`src/rtl/mem_access_unit.sv`:
```
// mem_access_unit: memory access sequencer that sits after addr_mux4.
// On an accepted start it latches the address and write data. It holds the
// memory enable for MEM_LAT cycles, then pulses done for one cycle. For reads
// it also returns the captured read word on dataOut.
// Optional feature: define ADDR_RANGE_CHECK_EN to reject addresses >= MEM_DEPTH.
module mem_access_unit #(
  parameter int ADDR_W    = 10,
  parameter int DATA_W    = 16,
  parameter int MEM_LAT   = 2,
  parameter int MEM_DEPTH = 1024
) (
  input  logic              clk,
  input  logic              reset_n,
  input  logic              start,
  input  logic              memRead,
  input  logic              memWrite,
  input  logic [ADDR_W-1:0] addrIn,
  input  logic [DATA_W-1:0] dataIn,
  input  logic [DATA_W-1:0] memRData,
  output logic [ADDR_W-1:0] memAddr,
  output logic [DATA_W-1:0] memWData,
  output logic              memEn,
  output logic              memWe,
  output logic [DATA_W-1:0] dataOut,
  output logic              busy,
  output logic              done,
  output logic              errFlag
);

  // A latency below one cycle makes no sense, so it is clamped to a single cycle.
  localparam int LAT   = (MEM_LAT < 1) ? 1 : MEM_LAT;
  localparam int CNT_W = (LAT > 1) ? $clog2(LAT) : 1;

  typedef enum logic [1:0] {
    IDLE   = 2'd0,
    ACCESS = 2'd1,
    DONE   = 2'd2
  } state_t;

  state_t           r_state;
  logic [CNT_W-1:0] r_cnt;
  logic             r_isWrite;

  logic w_singleOp;
  logic w_bothOps;
  logic w_addrOk;

  assign w_singleOp = memRead ^ memWrite;
  assign w_bothOps  = memRead & memWrite;

`ifdef ADDR_RANGE_CHECK_EN
  // Addresses beyond the populated memory are refused before any cycle starts.
  assign w_addrOk = (32'(addrIn) < 32'(MEM_DEPTH));
`else
  assign w_addrOk = 1'b1;
`endif

  // Sequencer: accepts a request in IDLE, holds the enable for LAT cycles, then pulses done.
  always_ff @(posedge clk or negedge reset_n) begin
    if (!reset_n) begin
      r_state   <= IDLE;
      r_cnt     <= '0;
      r_isWrite <= 1'b0;
      memAddr   <= '0;
      memWData  <= '0;
      memEn     <= 1'b0;
      memWe     <= 1'b0;
      dataOut   <= '0;
      busy      <= 1'b0;
      done      <= 1'b0;
      errFlag   <= 1'b0;
    end else begin
      case (r_state)
        IDLE: begin
          if (start && w_singleOp && w_addrOk) begin
            memAddr   <= addrIn;
            memWData  <= dataIn;
            r_isWrite <= memWrite;
            r_cnt     <= CNT_W'(LAT - 1);
            errFlag   <= 1'b0;
            busy      <= 1'b1;
            memEn     <= 1'b1;
            memWe     <= memWrite;
            r_state   <= ACCESS;
          end else if (start && (w_bothOps || (w_singleOp && !w_addrOk))) begin
            errFlag <= 1'b1;
          end
        end
        ACCESS: begin
          if (r_cnt == '0) begin
            if (!r_isWrite) begin
              dataOut <= memRData;
            end
            memEn   <= 1'b0;
            memWe   <= 1'b0;
            done    <= 1'b1;
            r_state <= DONE;
          end else begin
            r_cnt <= r_cnt - CNT_W'(1);
          end
        end
        DONE: begin
          done    <= 1'b0;
          busy    <= 1'b0;
          r_state <= IDLE;
        end
        default: begin
          memEn   <= 1'b0;
          memWe   <= 1'b0;
          done    <= 1'b0;
          busy    <= 1'b0;
          r_state <= IDLE;
        end
      endcase
    end
  end

endmodule

```
`config.mk`:
```
export PLATFORM = sky130hd
export DESIGN_NAME = mem_access_unit
export DESIGN_NICKNAME = d
export VERILOG_FILES = /design/src/rtl/mem_access_unit.sv
export SDC_FILE = /design/constraint.sdc
export NUM_CORES = 1
export LEC_CHECK = 0
export ABC_AREA = 1
export BUFFER_PORTS_ARGS = -buffer_cell sky130_fd_sc_hd__buf_2
export CAP_MARGIN = 25
export CORE_ASPECT_RATIO = 1.1
export CORE_MARGIN = 2
export CORE_UTILIZATION = 49
export DETAILED_ROUTE_END_ITERATION = 7
export PLACE_DENSITY = 0.9
export SLEW_MARGIN = 25
export SYNTH_ARGS = -nofsm -noshare
export SYNTH_HDL_FRONTEND = slang
export SYNTH_SLANG_ARGS = --single-unit
```
`constraint.sdc`:
```
create_clock -name clk -period 2.8 [get_ports clk]
set_input_delay 0.14 -clock clk [delete_from_list [all_inputs] [get_ports clk]]
set_output_delay 0.14 -clock clk [all_outputs]
set_load 0.01 [all_outputs]
```
Word-level counts from Yosys, hierarchy flattened
Index checks and enable logic that the tools add are counted.

storage, ports and cells
  flip-flop bits (word level) = 51
  logic and storage cells = 51
  input bits = 47

operators by class
  bitwise logic cells = 7
  add/sub/neg operators = 1
  mux-type cells = 15
  reduce and logical (&&, ||, !) cells = 13
  eq/ne operators = 4

operators with widths
  operator             count
  $reduce_and 2->1     6
  $mux 1               7
  $pmux 1 s2           3
  $pmux 1 s3           2
  $reduce_and 3->1     2
  $not 1->1            5
  $mux 2               2
  $ne 2x2->1 const B   2
  $pmux 2 s2           1
  $reduce_bool 2->1    2
  $eq 2x1->1 const B   1
  $eq 2x2->1 const B   1
  $logic_and 1x1->1    2
  $logic_not 2->1      1
  $and 1x1->1          1
  $sub 1x1->1 const B  1
  $xor 1x1->1          1

Logic depth before layout (Yosys ltp)
Gate-level depths: netlist (run 1).

  depth after elaboration = 4
  gate-level depth with buffers = 6

Worst setup path before layout (run 1)
OpenSTA, ideal clock, no wires.

  path kind = register -> register
  start point = register r_state[1]
  end point = register dataOut[10]
  data required time = 2683 ps
  arrival time = 968 ps
  period minus slack after synthesis = 1084 ps
  slack = 1716 ps
  setup time = 117 ps
  cell stages (with the launch flop) = 6
  path through = dfrtp_1 -> nor2_4 -> nand2_2 -> buf_6 -> nand2_1 -> nand2_1

between the ends
  word-level cells in the longest chain between the ends = 2

RTL lines
  what                               RTL line  text
  from (decl)                        40        state_t r_state;
  from (signal assigned)             61        r_state <= IDLE;
  from (signal assigned)             84        r_state <= ACCESS;
  from (signal assigned)             97        r_state <= DONE;
  $eq 2x1->1                         73        case (r_state)
  $reduce_and 3->1 (no source line)  -
  to (signal assigned)               92        dataOut <= memRData;
  to (decl)                          24        output logic [DATA_W-1:0] dataOut,

No other way between the ends.
A chain may end at the register's enable or synchronous reset.

Worst setup path in the final report (run 1)
  start point = register r_state[1]
  end point = register memWe

between the ends
  word-level cells in the longest chain between the ends = 3
  elaborated cells on any way between the ends = 8
  those cells by class = eq/ne (4); mux (1); bitwise (1); reduce/logical (2)

RTL lines
  what                                                      RTL line  text
  $eq 2x1->1 (tied with other cells)                        73
  $ne 2x2->1 (no source line) or $not 1->1 (tied branches)  -
  $reduce_and 3->1 (no source line)                         -
  to (signal assigned)                                      83        memWe <= memWrite;
  to (decl)                                                 23        output logic memWe,

Parallel ways exist; a longest one is shown, timed or not.

==> results of run 1 <==
-- power by group through the flow --
stage	logic [µW]	registers [µW]	clock network, µW
finish	1120	1290	422
global route	1260	1330	473
CTS	1140	1290	439
detailed placement	1140	1290	0
global placement	1090	1290	0
floorplan	517	1450	0
-- metal layers --
metal / track usage, % / part of all wire [%] / up-vias
met1: 24.5 / 41 / 792
li1: - / - / 856
met2: 33.6 / 50 / 80
met3: 4.93 / 8.3 / 5
met4: 4.26 / 0.84 / 0
met5: 0 / 0 / -
-- flip-flops by register name, summed over array words and instances (netlist names) --
signal and count:
r_isWrite 1, r_cnt 1, dataOut 16, busy 1, memAddr 10, errFlag 1
memWe 1, done 1, memWData 16, r_state 2, memEn 1
-- cell usage after synthesis (all sizes together) --
cell type | count | area, µm²
ha | 1 | 12.5
inv | 6 | 25.0
o21ai | 1 | 5.00
nor2 | 3 | 28.8
a21oi | 1 | 5.00
nand2 | 127 | 479
dfrtp | 51 | 1280
buf | 8 | 61.3
nand3 | 20 | 105
-- metrics by stage --
| step | power (µW) | cells | setup WS [ps] |
|---|---|---|---|
| 2_1_floorplan | 1960 | 218 | 1720 |
| 5_1_grt | 3060 | 364 | 756 |
| 3_5_place_dp | 2440 | 355 | 928 |
| 3_3_place_gp | 2380 | 355 | 1010 |
| 4_1_cts | 2870 | 364 | 905 |
| 6_report | 2830 | 364 | 938 |
-- cell families after synthesis --
kind of cell | after synthesis | synth area share, %
flops | 51 | 63.9
simple gates | 150 | 30.7
buf+inv | 14 | 4.32
fa+ha+maj | 1 | 0.626
compound gates | 2 | 0.500
-- worst max-delay path, cell delays in order (launching register included) --
cell and delay, ps:
dfrtp_1 440, nor2_2 160, nand3_2 520, inv_4 460, nand2_1 120, nand2_1 90
-- worst paths after layout --
kind                                 start  cells past startpoint          end  slack, ps
max in group asynchronous          reset_n                      2        r_cnt       1990
worst min-delay path             dataIn[5]                      3  memWData[5]         20
worst max-delay path            r_state[1]                      5        memWe        940
worst min register to register  dataOut[9]                      2   dataOut[9]        470
worst max register to register  r_state[1]                      5        memWe        940
min in group asynchronous          reset_n                      2  memWData[3]        400
-- layout make-up --
| class | count | area share, % |
|---|---|---|
| clock inverter | 3 | 0.876 |
| sequential | 51 | 49.6 |
| clock buffer | 5 | 2.68 |
| multi-input combinational | 153 | 24.7 |
| timing repair buffer | 94 | 18.6 |
| inverter | 6 | 0.973 |
| tap | 52 | 2.53 |
-- what timing repair did --
action	4_1_cts	5_1_grt
hold buffers	1	0
hold endpoints to repair	51	0
endpoints found under the setup margin	0	0
==> metrics.cfg, run 1 <==
[layout]
fillCellCount = 344
top_library_cells_by_usage_in_the_layout_fill_and_taps_aside = nand2_1 (126), buf_2 (92), dfrtp_1 (51)
insertedDiodeCount = 0
share_of_layout_cells_above_drive_strength_1_pct = 34.3
postLayoutCoreUtil_pct = 65.4
ff_latch_area_um2 = 1280
multi_input_comb_area_um2 = 636
finalNetCount = 359
finalInstanceArea_um2 = 2570
syn_to_final_growth_pct = 28.7
mostFrequentLayoutCell = nand2_1

[power_and_ir_drop]
power_density_nw_per_um2 = 1100
net-switching-power_uw = 1130
p_seq_share_pct = 45.5
power.share.clock_pct = 14.9
p_sw_share_pct = 39.8
vdd.ir_drop.worst_v = 0.000550
power.share.combinational_pct = 39.6
leakage_uw = 0.00154
power.internal_uw = 1700

[job]
drv_cap = 0

[critical_path]
critical_path_required_ps = 3040
endpoint_kind = register
start_kind = register
critPathArrivalTime_ps = 2100
cp_max_fo = 32
critical_path_class = register to register

[placed_design]
place_hpwl_um = 3140
gp_congestion = 0.721
port_buffers = 93
dpl-instance-area_um2 = 2470

[clock_network]
numCtsBuffers = 5
clk_path_buf_depth = 2
tritoncts_clock_tree = yes
clk_pin_slew_ps = 100
cts_resized = 0
ctsHtreeMaxLevel = 2
clock_sink_count = 51
postCtsSetupRepairBufs = 0
cts.root.buffer_cell = clkbuf_8
worst_skew_pair.late_latency_ps = 300

[timing]
worst_pin_slew_ps = 647
timing.clock.skew_ps = 6.84
final_min_period_over_clock_period_pct = 66.5
setup_tns_final_ps = 0
finalHoldViolCount = 0
layout_min_cycle_time_ps = 1860
setup_repair_after_global_routing_missed_its_margin = false
finalMaxSlewViolations = 0
hold_slack_ps = 24.1
report.final.setup_viol = 0
timing.fmax_mhz = 537
worst_slew_margin_rel_pct = 56.8

[die]
top_level_ports = 94
die_height_um = 71.0
die_x_um = 64.9
initial_core_util_pct = 50.8
std_cell_rows = 24
floorplan.die_area_um2 = 4610
core_area_um2 = 3930

[synthesis]
syn_inst = 218
yosys.cell_types.count = 15
synthesis.area_per_instance_um2 = 9.17
synth_nets = 266
postSynthRegisterBits = 51
syn-cell-area_um2 = 2000
seq_area_frac_synth_pct = 63.9
yosysWarningCount = 0

[detailed_routing]
remaining_drc_errors = 0
drt_pre_antenna_iters = 4
post_drt_wl_per_cell_um = 11.8
num_vias = 1733
route.final.wire_length_um = 4310
first_iter_violations = 91
ant_nets = 0
post_drt_via_cell_ratio = 4.76

[global_routing]
grt_pass1_vias = 1648
grt.total_usage_pct = 19.4
grt_antenna_before_repair = 0
grt_pass1_wl_um = 7020
grt_remaining_overflow = 0
grt_max_degree = 52

[status]
run_status = finished clean

[hold_path]
timing.hold.worst.class = input port to register

No activity file was read; power rests on OpenSTA's default activity.
==> run 2, diff against run 1 <==
--- a/config.mk
+++ b/config.mk
@@ -5,14 +5,14 @@
 export SDC_FILE = /design/constraint.sdc
 export NUM_CORES = 1
 export LEC_CHECK = 0
-export ABC_AREA = 1
+export ABC_AREA = 0
 export BUFFER_PORTS_ARGS = -buffer_cell sky130_fd_sc_hd__buf_2
 export CAP_MARGIN = 25
 export CORE_ASPECT_RATIO = 1.1
 export CORE_MARGIN = 2
-export CORE_UTILIZATION = 49
+export CORE_UTILIZATION = 45
 export DETAILED_ROUTE_END_ITERATION = 7
-export PLACE_DENSITY = 0.9
+export PLACE_DENSITY = 0.84
 export SLEW_MARGIN = 25
 export SYNTH_ARGS = -nofsm -noshare
 export SYNTH_HDL_FRONTEND = slang
==> constraint.sdc (replaced) <==
create_clock -name clk -period 1.8 [get_ports clk]
set_input_delay 0.09 -clock clk [delete_from_list [all_inputs] [get_ports clk]]
set_output_delay 0.09 -clock clk [all_outputs]
set_load 0.01 [all_outputs]
==> metrics.cfg, run 2 <==
[die]
top_level_ports = 94  ; unchanged
std_cell_rows = 25  ; was 24
floorplan.die_area_um2 = 4950  ; was 4610 µm²
initial_core_util_pct = 46.6  ; was 50.8%
die_height_um = 73.6  ; was 71.0 µm
core_area_um2 = 4250  ; was 3930 µm²
die_x_um = 67.3  ; was 64.9 µm

[timing]
worst_pin_slew_ps = 571  ; was 647 ps
finalMaxSlewViolations = 0  ; unchanged
worst_slew_margin_rel_pct = 61.9  ; was 56.8%
layout_min_cycle_time_ps = 1570  ; was 1860 ps
report.final.setup_viol = 0  ; unchanged
setup_repair_after_global_routing_missed_its_margin = false  ; unchanged
final_min_period_over_clock_period_pct = 87.2  ; was 66.5%
setup_tns_final_ps = 0  ; unchanged
finalHoldViolCount = 0  ; unchanged
timing.fmax_mhz = 637  ; was 537 MHz
hold_slack_ps = 9.54  ; was 24.1 ps
timing.clock.skew_ps = 7.58  ; was 6.84 ps

[global_routing]
grt_antenna_before_repair = 0  ; unchanged
grt_pass1_vias = 1318  ; was 1,648
grt.total_usage_pct = 16.4  ; was 19.4%
grt_pass1_wl_um = 5910  ; was 7020 µm
grt_remaining_overflow = 0  ; unchanged
grt_max_degree = 33  ; was 52

[layout]
layout.cells.non_filler = 278  ; was 364
finalInstanceArea_um2 = 2680  ; was 2570 µm²
insertedDiodeCount = 0  ; unchanged
share_of_layout_cells_above_drive_strength_1_pct = 66.1  ; was 34.3%
largest_registers = dataOut: 16 flops, memWData: 16 flops, memAddr: 10 flops  ; unchanged
mostFrequentLayoutCell = buf_2  ; was nand2_1
finalNetCount = 271  ; was 359
fillCellCount = 328  ; was 344
syn_to_final_growth_pct = 35.2  ; was 28.7%
top_library_cells_by_usage_in_the_layout_fill_and_taps_aside = buf_2 (93), dfrtp_1 (51), mux2_2 (31)  ; was nand2_1 (126), buf_2 (92), dfrtp_1 (51)

[synthesis]
yosysWarningCount = 0  ; unchanged
netlist_top_cells_count = dfrtp_1 (51), mux2_2 (31), mux2_4 (10)  ; was nand2_1 (126), dfrtp_1 (51), nand3_1 (19)
synth_enable_flop_cells = 0  ; unchanged
synth_nets = 168  ; was 266
syn_inst = 120  ; was 218
synth.largest_area_cell = dfrtp_1  ; unchanged
synth.area.top_cells = dfrtp_1 (64%), mux2_2 (18%), mux2_4 (7.6%)  ; was dfrtp_1 (64%), nand2_1 (24%), nand3_1 (4.8%)
syn-cell-area_um2 = 1980  ; was 2000 µm²
yosys.cell_types.count = 21  ; was 15
synthesis.area_per_instance_um2 = 16.5  ; was 9.17 µm²
seq_area_frac_synth_pct = 64.4  ; was 63.9%
synthMostInstantiatedCell = dfrtp_1  ; was nand2_1
postSynthRegisterBits = 51  ; unchanged
synth_largest_type_area_fraction_pct = 64.4  ; was 63.9%
asyncSetResetFlopFracSynth_pct = 100  ; unchanged
synth_ff_type = dfrtp_1  ; unchanged

[critical_path]
endpoint_kind = register  ; unchanged
critical_path_required_ps = 1990  ; was 3040 ps
critical_path_class = register to register  ; unchanged
start_kind = register  ; unchanged
critPathArrivalTime_ps = 1760  ; was 2100 ps
cp_max_fo = 32  ; unchanged

[clock_network]
tritoncts_clock_tree = yes  ; unchanged
ctsHtreeMaxLevel = 2  ; unchanged
clk_pin_slew_ps = 90  ; was 100 ps
postCtsSetupRepairBufs = 0  ; unchanged
worst_skew_pair.late_latency_ps = 300  ; about the same
cts_resized = 0  ; unchanged
ctsHoldBuffers = 2  ; was 1
clock_sink_count = 51  ; unchanged
clk_path_buf_depth = 2  ; unchanged
numCtsBuffers = 5  ; unchanged
cts.root.buffer_cell = clkbuf_8  ; unchanged

[placed_design]
port_buffers = 93  ; unchanged
gp_congestion = 0.716  ; was 0.721
place_hpwl_um = 3070  ; was 3140 µm
dpl-instance-area_um2 = 2540  ; was 2470 µm²
placed_cells_incl_taps = 266  ; was 355

[detailed_routing]
num_vias = 1314  ; was 1,733
ant_nets = 0  ; unchanged
first_iter_violations = 81  ; was 91
route.final.wire_length_um = 4030  ; was 4310 µm
post_drt_via_cell_ratio = 4.73  ; was 4.76
remaining_drc_errors = 0  ; unchanged
drt_pre_antenna_iters = 4  ; unchanged
post_drt_wl_per_cell_um = 14.5  ; was 11.8 µm

[status]
run_status = finished clean  ; unchanged

[power_and_ir_drop]
vdd.ir_drop.worst_v = 0.000608  ; was 0.000550 V
leakage_uw = 0.00134  ; was 0.00154 µW
power_density_nw_per_um2 = 1750  ; was 1100 nW/µm²
design_power_total_uw = 4680  ; was 2830 µW

[job]
drv_cap = 0  ; unchanged

[hold_path]
timing.hold.worst.class = input port to register  ; unchanged

## run 2: changes by cell type in the layout (fill, tap and decap cells not counted), sizes merged, moves of 4 or more
cell / previous run / this run
buf: 93 / 97
nand3: 20 / 0
inv: 8 / 3
mux2: 0 / 43
nand2: 127 / 0
## run 2: power breakdown
group	internal [µW]	total [µW]	switching, µW
Clock	315	675	359
Sequential	1730	2060	339
Combinational	1070	1940	864
## run 2: cell type report
type                            count  area, µm²  share of cell area [%]
Tap cell                           54       67.6                    2.52
Multi-Input combinational cell     61        668                    24.9
Clock inverter                      1       8.76                   0.327
Clock buffer                        7       86.3                    3.22
Inverter                            3       11.3                   0.420
Timing Repair Buffer              101        561                    20.9
Sequential cell                    51       1280                    47.6
## run 2: worst max-delay path, cell delays in order, from the launching register on
cell and delay [ps]:
dfrtp_1 490, nor4bb_4 350, buf_12 250, mux2_2 360
## run 2: through the flow
step / worst slack, ps / utilization (%)
3_5_place_dp: 232 / 59.8
4_1_cts: 215 / 62.5
3_3_place_gp: 244 / 59.8
6_report: 231 / 63.0
5_1_grt: 144 / 63.0
2_1_floorplan: 262 / -
## run 2: final timing paths
kind / endpoint / cells after the start / slack [ps] / startpoint
worst min-delay path: memAddr[4] / 2 / 10 / addrIn[4]
worst max register to register: memWData[6] / 3 / 230 / r_state[1]
min in group asynchronous: dataOut[13] / 2 / 310 / reset_n
worst max-delay path: memWData[6] / 3 / 230 / r_state[1]
worst min register to register: memWData[8] / 1 / 490 / memWData[8]
max in group asynchronous: memAddr[7] / 3 / 950 / reset_n
## run 2: logic make-up after synthesis
logic type	Yosys count	synth area share [%]
multiplexers	43	26.3
AO/OA/AOI/OAI	9	2.97
buffers and inverters	8	2.65
adder cells (fa/ha/maj)	1	0.631
flip-flops	51	64.4
AND/OR/NAND/NOR	8	3.03
## run 2: metal layers
layer | GRT usage, % | part of all wire (%) | wire [µm]
met5 | 0 | 0 | 0
met4 | 7.71 | 1.9 | 78
met3 | 4.13 | 6.1 | 245
met2 | 27.1 | 51 | 2060
met1 | 19.9 | 41 | 1650
